==> config.mk <==
export PLATFORM = sky130hd
export DESIGN_NAME = apb_slave_mem
export DESIGN_NICKNAME = d
export VERILOG_FILES = /design/src/rtl/apb_slave_mem.sv
export SDC_FILE = /design/constraint.sdc
export NUM_CORES = 2
export LEC_CHECK = 0
export CAP_MARGIN = 40
export CORE_UTILIZATION = 30
export CTS_BUF_LIST = sky130_fd_sc_hd__clkbuf_8
export DETAILED_ROUTE_END_ITERATION = 12
export SYNTH_ARGS = -nofsm -noshare
export SYNTH_HDL_FRONTEND = slang
export SYNTH_SLANG_ARGS = --single-unit
export TNS_END_PERCENT = 1
==> constraint.sdc <==
create_clock -name clk -period 6 [get_ports clk]
set_input_delay 1.2 -clock clk [delete_from_list [all_inputs] [get_ports clk]]
set_output_delay 1.2 -clock clk [all_outputs]
set_load 0.05 [all_outputs]
==> src/rtl/apb_slave_mem.sv <==
// -----------------------------------------------------------------------------
// apb_slave_mem
//
// APB3 completer backed by a word-organized register memory. Each transfer
// takes a configurable number of wait states, and the memory flags misaligned
// or out-of-range addresses with an error response.
//
// Parameters
//   DEPTH        number of 32-bit words, 1..64
//   WAIT_CYCLES  wait states inserted per transfer, 0..15
//
// Ports
//   clk      in   sole clock, rising edge
//   rst_n    in   synchronous active-low reset; clears state, outputs, memory
//   paddr    in   byte address, word index = paddr[7:2]
//   pwrite   in   1 = write, 0 = read
//   psel     in   slave select
//   penable  in   access-phase strobe
//   pwdata   in   write data
//   prdata   out  read data, valid while pready=1 on a read (else 0)
//   pready   out  transfer-complete strobe, one cycle per completed transfer
//   pslverr  out  error response, valid while pready=1
//
// All outputs come straight from flops; there is no combinational path from
// any input to any output.
// -----------------------------------------------------------------------------
module apb_slave_mem #(
  parameter int DEPTH       = 64,
  parameter int WAIT_CYCLES = 0
) (
  input  logic        clk,
  input  logic        rst_n,
  input  logic [7:0]  paddr,
  input  logic        pwrite,
  input  logic        psel,
  input  logic        penable,
  input  logic [31:0] pwdata,
  output logic [31:0] prdata,
  output logic        pready,
  output logic        pslverr
);

  // Index width needed to address DEPTH words (at least one bit).
  localparam int AW = (DEPTH > 1) ? $clog2(DEPTH) : 1;
  localparam logic [3:0] WAIT_INIT = 4'(WAIT_CYCLES);

  typedef enum logic [1:0] {
    S_IDLE   = 2'd0,
    S_ACCESS = 2'd1,
    S_DONE   = 2'd2
  } state_e;

  state_e      state_q;
  logic [7:0]  addr_q;
  logic        write_q;
  logic [31:0] wdata_q;
  logic [3:0]  cnt_q;
  logic [31:0] prdata_q;
  logic        pready_q;
  logic        pslverr_q;
  logic [31:0] mem_q [DEPTH];

  // Response decode. While idle the address has not been latched yet, but
  // with zero wait states the response is produced on the setup edge itself,
  // so decode from the bus in that state and from the latch otherwise.
  logic [7:0]    addr_d;
  logic          err_d;
  logic [31:0]   rdata_d;
  logic [AW-1:0] rd_idx;
  logic [AW-1:0] wr_idx;
  logic          setup;

  assign setup  = psel && !penable;
  assign addr_d = (state_q == S_IDLE) ? paddr : addr_q;
  // Range check is done on a 7-bit value so DEPTH=64 compares correctly.
  assign err_d  = (addr_d[1:0] != 2'b00) ||
                  ({1'b0, addr_d[7:2]} >= 7'(DEPTH));
  assign rd_idx = addr_d[2 +: AW];
  assign wr_idx = addr_q[2 +: AW];

  // NOTE: every signal assigned in always_comb gets a default first so no
  // path leaves it unassigned; otherwise synthesis infers a latch.
  always_comb begin
    rdata_d = '0;
    if (!err_d) begin
      rdata_d = mem_q[rd_idx];
    end
  end

  // NOTE: all sequential state uses non-blocking assignments so every flop
  // samples the pre-edge value of every other flop, independent of ordering.
  always_ff @(posedge clk) begin
    if (!rst_n) begin
      state_q   <= S_IDLE;
      addr_q    <= '0;
      write_q   <= 1'b0;
      wdata_q   <= '0;
      cnt_q     <= '0;
      prdata_q  <= '0;
      pready_q  <= 1'b0;
      pslverr_q <= 1'b0;
      // NOTE: the memory is built from flops and must read back as zero after
      // reset, so it is cleared here; a RAM macro could not be reset this way.
      for (int i = 0; i < DEPTH; i++) begin
        mem_q[i] <= '0;
      end
    end else begin
      case (state_q)
        S_IDLE: begin
          // An access phase with no preceding setup is a protocol violation
          // and is ignored: only a setup cycle starts a transfer.
          if (setup) begin
            addr_q  <= paddr;
            write_q <= pwrite;
            wdata_q <= pwdata;
            cnt_q   <= WAIT_INIT;
            if (WAIT_CYCLES == 0) begin
              pready_q  <= 1'b1;
              pslverr_q <= err_d;
              prdata_q  <= (pwrite || err_d) ? 32'h0 : rdata_d;
              state_q   <= S_DONE;
            end else begin
              state_q <= S_ACCESS;
            end
          end
        end

        S_ACCESS: begin
          if (!psel) begin
            // Master abandoned the transfer: nothing is written or reported.
            state_q <= S_IDLE;
          end else if (cnt_q == 4'd1) begin
            pready_q  <= 1'b1;
            pslverr_q <= err_d;
            prdata_q  <= (write_q || err_d) ? 32'h0 : rdata_d;
            state_q   <= S_DONE;
          end else begin
            cnt_q <= cnt_q - 4'd1;
          end
        end

        S_DONE: begin
          // pslverr_q still holds this transfer's error flag, so it gates the
          // write. A dropped psel here leaves memory untouched.
          if (psel && penable && write_q && !pslverr_q) begin
            mem_q[wr_idx] <= wdata_q;
          end
          pready_q  <= 1'b0;
          pslverr_q <= 1'b0;
          prdata_q  <= '0;
          state_q   <= S_IDLE;
        end

        default: begin
          state_q <= S_IDLE;
        end
      endcase
    end
  end

  assign prdata  = prdata_q;
  assign pready  = pready_q;
  assign pslverr = pslverr_q;

endmodule

After elaboration in Yosys (flattened, before gate mapping)

Memories as Yosys holds them, arrays and structs flattened.
Index checks and enable logic that the tools add are counted.

Flip-flop bits (word level): 81
RAM bits: 2048
Output and inout bits: 34
Memories: 1

$add $sub $neg: 1
Equal/unequal tests: 8
Mux-type cells: 32
Reduce and logical (&&, ||, !) cells: 17

Memory list:

| memory | depth | bits a word | read ports | clocked after memory_dff | wr ports | line | RTL |
|---|---|---|---|---|---|---|---|
| mem_q  | 64    | 32          | 1          | 0                        | 64       | 61   | `logic [31:0] mem_q [DEPTH];` |

Operator list:

| cell                | number |
|---|---|
| $mux 32             | 7 |
| $pmux 32 s3         | 1 |
| $reduce_or 32->1    | 1 |
| $mux 1              | 12 |
| $mux 4              | 3 |
| $mux 8              | 1 |
| $ne 2x2->1 const B  | 4 |
| $pmux 4 s2          | 1 |
| $reduce_and 4->1    | 2 |
| $mux 2              | 3 |
| $mux 6              | 1 |
| $pmux 1 s3          | 2 |
| $eq 4x1->1 const B  | 1 |
| $logic_and 1x1->1   | 4 |
| $pmux 2 s2          | 1 |
| $reduce_and 2->1    | 2 |
| $reduce_bool 2->1   | 2 |
| $sub 4x1->4 const B | 1 |
| $ne 3x3->1 const B  | 1 |
| $reduce_bool 3->1   | 1 |
| $eq 2x1->1 const B  | 1 |
| $eq 2x2->1 const B  | 1 |
| $logic_not 1->1     | 2 |
| $logic_not 2->1     | 1 |
| $logic_or 1x1->1    | 2 |

Longest topological paths before layout

Depth in word-level cells: 9
Mapped depth: 13
Gate-level depth less buffers: 7

Worst setup path before layout

Ideal clock, no wire load.

Path type: input to register
From: input port rst_n
To: memory mem_q[62][10] (enable)
Arrival: 4630 ps
Required time: 5534 ps
Path slack: 905 ps
Cell stages on the path: 7
Path buffers: 2
Path through: buf_2 nand4_1 nor3b_1 nor2b_1 nand3_1 clkbuf_1 o21ai_0

RTL lines:

| item        | line | RTL |
|---|---|---|
| from (decl) | 32   | `input logic rst_n,` |
| to (decl)   | 61   |  |

Worst setup path in the final report

From: input port paddr[2]
To: register prdata_q[22], in the netlist prdata[22]

Word-level cells in the longest chain between the ends: 7
Elaborated cells between the ends (all ways): 9
Classes of those cells: mux: 8; memory: 1

Ends and longest elaborated chain:

| item                 | line | RTL |
|---|---|---|
| from (decl)          | 33   | `input logic [7:0] paddr,` |
| $mux 8 *             | 74   | `assign addr_d = (state_q == S_IDLE) ? paddr : addr_q;` |
| $mem_v2 64x32 *      | --   |  |
| $mux 32 *            | 85   | `if (!err_d) begin` |
| $mux 32              | 135  | `prdata_q <= (write_q \|\| err_d) ? 32'h0 : rdata_d;` |
| $mux 32              | 132  | `end else if (cnt_q == 4'd1) begin` |
| $mux 32              | 129  | `if (!psel) begin` |
| $pmux 32 s3 *        | 108  | `case (state_q)` |
| to (signal assigned) | 120  | `prdata_q <= (pwrite \|\| err_d) ? 32'h0 : rdata_d;` |
| to (signal assigned) | 135  |  |
| to (decl)            | 58   | `logic [31:0] prdata_q;` |

Every way passes the cells marked *; elsewhere a longest branch is shown, timed or not. The select of a mux whose other input is x is not followed.
A chain may end at the register's enable or synchronous reset.

==> impl_metrics.tcl <==
set metrics [dict create \
    outcome "completed" \
    synth.distinct_cells 63 \
    core_sq_um 325000 \
    synth_ff_type "sky130_fd_sc_hd__edfxtp_1" \
    worst-endpoint-arrival_ns 5.39 \
    cts.reportedPaths.clkPinSlew_ns 0.06 \
    grt_overflow_total 0 \
    fin_setup_tns_ns 0 \
    setup_repair_after_global_routing_missed_its_margin "no" \
    dpl-instance-area_sq_um 106000 \
    critical_path.endpoint_type "register" \
    final-setup-viol-count 0 \
    clkLatencyLatePin_ns 1.11 \
    drt-initial-drc-count 9646 \
    crit_path_max_fanout 56 \
    cts-buffers-inserted 377 \
    grt_pass1_vias 66692 \
    transition_time_at_the_pin_with_the_least_slew_margin_ns 1.24 \
    floorplan.initialDensity_pct 30.2 \
    grtUsageTotal_pct 20.6 \
    final_cell_area_sq_um 112000 \
    min_period_over_period_pct 73.3 \
    clock_root_buffer "sky130_fd_sc_hd__clkbuf_8" \
    static-leakage-power_uw 0.0411 \
    antenna_found_initial 26 \
    syn_to_final_growth_pct 14.4 \
    postRouteAntennaNets 0 \
    place_congestion 0.893 \
    synthCells 8484 \
    first_pass_grt_wire_length_mm 493 \
    dr_total_vias 69460 \
    cts-root-to-sink-buffers 4 \
    post-cts-setup-buffers 0 \
    syn-mean-instance-area_sq_um 11.6 \
    die_area_sq_um 329000 \
    post_drt_wl_per_cell_microns 26.6 \
    cts_tree "built" \
    clock_tree.htree_level_count 5 \
    syn_area_sq_um 98000 \
    power_density_nw_per_um2 285 \
    max_clock_freq_mhz 227 \
    synthArstFlopShare_pct 0 \
    maximum_number_of_pins_on_one_net_before_global_route_repair 120 \
    drt-vias-per-instance 5.30 \
    place.port_buffers 78 \
    slew_limit_headroom_pct 17.6 \
    clock-sinks 2121 \
    min_path_type "in -> reg" \
    ys_ff_latch 2121 \
    maximum_vdd_drop_mv 0.166 \
    required_ns 7.00 \
    fp-row-count 209 \
    io-pin-count 79 \
    drt_pass1_iterations 6 \
    post_cts_hold_buffer_count 0 \
    clock-skew-final_ns 0.0967 \
    hpwl_after_dpl_mm 209 \
    syn_nets 8529 \
    drv.max_cap_violation_count 0 \
    cts_resized 0 \
    period_needed_ns 4.40 \
    hold_violations 0 \
    design.final.nets 8552 \
    drcViolationCount 0 \
    yosys_warnings 0 \
    fp.dieW_microns 574 \
    timing_worst_setup_path_type "in -> reg" \
    drt-total-wl_mm 349 \
    seq_area_frac_synth_pct 64.2 \
    synth-edff-count 2048 \
    design_power_total_uw 31900 \
    die-height_microns 574 \
    slew_limit_fails 0 \
    layout-drive-gt1-share_pct 12.0 \
    final_core_utilization_pct 34.6 \
    startpoint_types "input port" \
]
area by class of cell:
type	instances	area, sq um
clock inverter	266	1160
clock buffer	384	5290
fill	31713	212000
tap	4325	5410
antenna	12	30.0
multi-input combinational	5542	32600
inverter	1	3.75
sequential	2121	63000
timing repair buffer	464	4590
placed cells by master, fill, tap and decap left out, types with 33 or more instances in the layout:
cell                              count
sky130_fd_sc_hd__a21oi_1            223
sky130_fd_sc_hd__a221oi_1            45
sky130_fd_sc_hd__a311oi_1            36
sky130_fd_sc_hd__a31oi_1             35
sky130_fd_sc_hd__a32o_1              39
sky130_fd_sc_hd__a32oi_1             60
sky130_fd_sc_hd__and2_1            2050
sky130_fd_sc_hd__buf_12              46
sky130_fd_sc_hd__buf_4              309
sky130_fd_sc_hd__clkbuf_8           384
sky130_fd_sc_hd__clkdlybuf4s50_1     77
sky130_fd_sc_hd__clkinv_1            83
sky130_fd_sc_hd__clkinv_2            41
sky130_fd_sc_hd__dfxtp_1             40
sky130_fd_sc_hd__dfxtp_2             33
sky130_fd_sc_hd__edfxtp_1          2048
sky130_fd_sc_hd__inv_1              131
sky130_fd_sc_hd__mux2i_1            248
sky130_fd_sc_hd__mux4_2              41
sky130_fd_sc_hd__nand2_1           1583
sky130_fd_sc_hd__nand3_1            727
sky130_fd_sc_hd__nor2_2              65
sky130_fd_sc_hd__o21ai_4             64
sky130_fd_sc_hd__o22ai_1             41
report_power, final:
group / switching, uW / internal, uW
sequential: 150 / 16700
combinational: 2260 / 742
clock: 6070 / 6030
total: 8470 / 23400
cell usage after synthesis (9+ instances only):
cell	count	area share, %
sky130_fd_sc_hd__a211oi_1	31	0.24
sky130_fd_sc_hd__a21oi_1	223	1.1
sky130_fd_sc_hd__a221oi_1	45	0.40
sky130_fd_sc_hd__a22oi_1	11	0.084
sky130_fd_sc_hd__a311oi_1	37	0.33
sky130_fd_sc_hd__a31oi_1	35	0.22
sky130_fd_sc_hd__a32o_1	39	0.40
sky130_fd_sc_hd__a32oi_1	60	0.54
sky130_fd_sc_hd__and2_1	2050	13
sky130_fd_sc_hd__and3_1	32	0.20
sky130_fd_sc_hd__buf_1	58	0.22
sky130_fd_sc_hd__buf_2	203	1.0
sky130_fd_sc_hd__buf_4	21	0.16
sky130_fd_sc_hd__buf_6	10	0.11
sky130_fd_sc_hd__clkbuf_1	528	2.0
sky130_fd_sc_hd__dfxtp_1	73	1.5
sky130_fd_sc_hd__edfxtp_1	2048	63
sky130_fd_sc_hd__mux2i_1	251	2.6
sky130_fd_sc_hd__mux4_2	41	0.94
sky130_fd_sc_hd__nand2_1	1583	6.1
sky130_fd_sc_hd__nand3_1	729	3.7
sky130_fd_sc_hd__nand4_1	29	0.19
sky130_fd_sc_hd__nor2_1	90	0.34
sky130_fd_sc_hd__nor3_1	9	0.046
sky130_fd_sc_hd__o2111ai_1	17	0.15
sky130_fd_sc_hd__o211ai_1	11	0.084
sky130_fd_sc_hd__o21ai_0	94	0.48
sky130_fd_sc_hd__o22ai_1	41	0.26
path summary, 6_finish.rpt:
check        startpoint         end  slack [ns]  cells past startpoint
max            paddr[2]  prdata[22]        1.60                     11
min               rst_n  prdata[11]        0.43                      2
max reg2reg      pready  prdata[22]        1.72                     11
min reg2reg     write_q     write_q        0.48                      2
per-layer routing:
| metal | vias up | GRT usage [%] | part of all wire, % |
|---|---|---|---|
| li1 | 29655 | - | - |
| met4 | 6 | 10.3 | 5.3 |
| met1 | 34865 | 27.5 | 39 |
| met3 | 751 | 5.22 | 12 |
| met5 | - | 0 | 0.011 |
| met2 | 4183 | 30.9 | 43 |
worst max-delay path, cell delays in order:
cell and delay [ns]:
sky130_fd_sc_hd__clkdlybuf4s50_1 0.58, sky130_fd_sc_hd__mux2_8 0.66, sky130_fd_sc_hd__buf_4 0.51, sky130_fd_sc_hd__mux2i_1 0.13, sky130_fd_sc_hd__a221oi_1 0.72, sky130_fd_sc_hd__a2111oi_0 0.18, sky130_fd_sc_hd__buf_1 0.19, sky130_fd_sc_hd__a311oi_1 0.57
sky130_fd_sc_hd__buf_4 0.26, sky130_fd_sc_hd__a22oi_1 0.15, sky130_fd_sc_hd__o21ai_0 0.15
flip-flops by register name, indices dropped and copies added (netlist names):
signal / count
addr_q: 6
mem_q: 2048
prdata: 32
pready: 1
pslverr: 1
wdata_q: 32
write_q: 1
stage by stage:
step,std cells,worst slack (ns),hold slack [ns]
after global placement,12401,0.0873,0.466
after detailed placement,12450,0.605,0.460
final,13115,1.60,0.433
after floorplan,8484,0.905,0.437
after CTS,13100,1.77,0.379
after global routing,13105,1.67,0.408
logic make-up (layout without fill, tap and decap cells):
family / count (synthesis) / after routing / synth area share [%]
and+or+nand+nor: 4551 / 4551 / 23.9
DFF: 2121 / 2121 / 64.2
buffers and inverters: 821 / 1115 / 3.56
AOI/OAI and AO/OA: 692 / 692 / 4.76
muxes: 299 / 299 / 3.60
other: 0 / 12 / 0
Power figures use the tool's default switching activity.
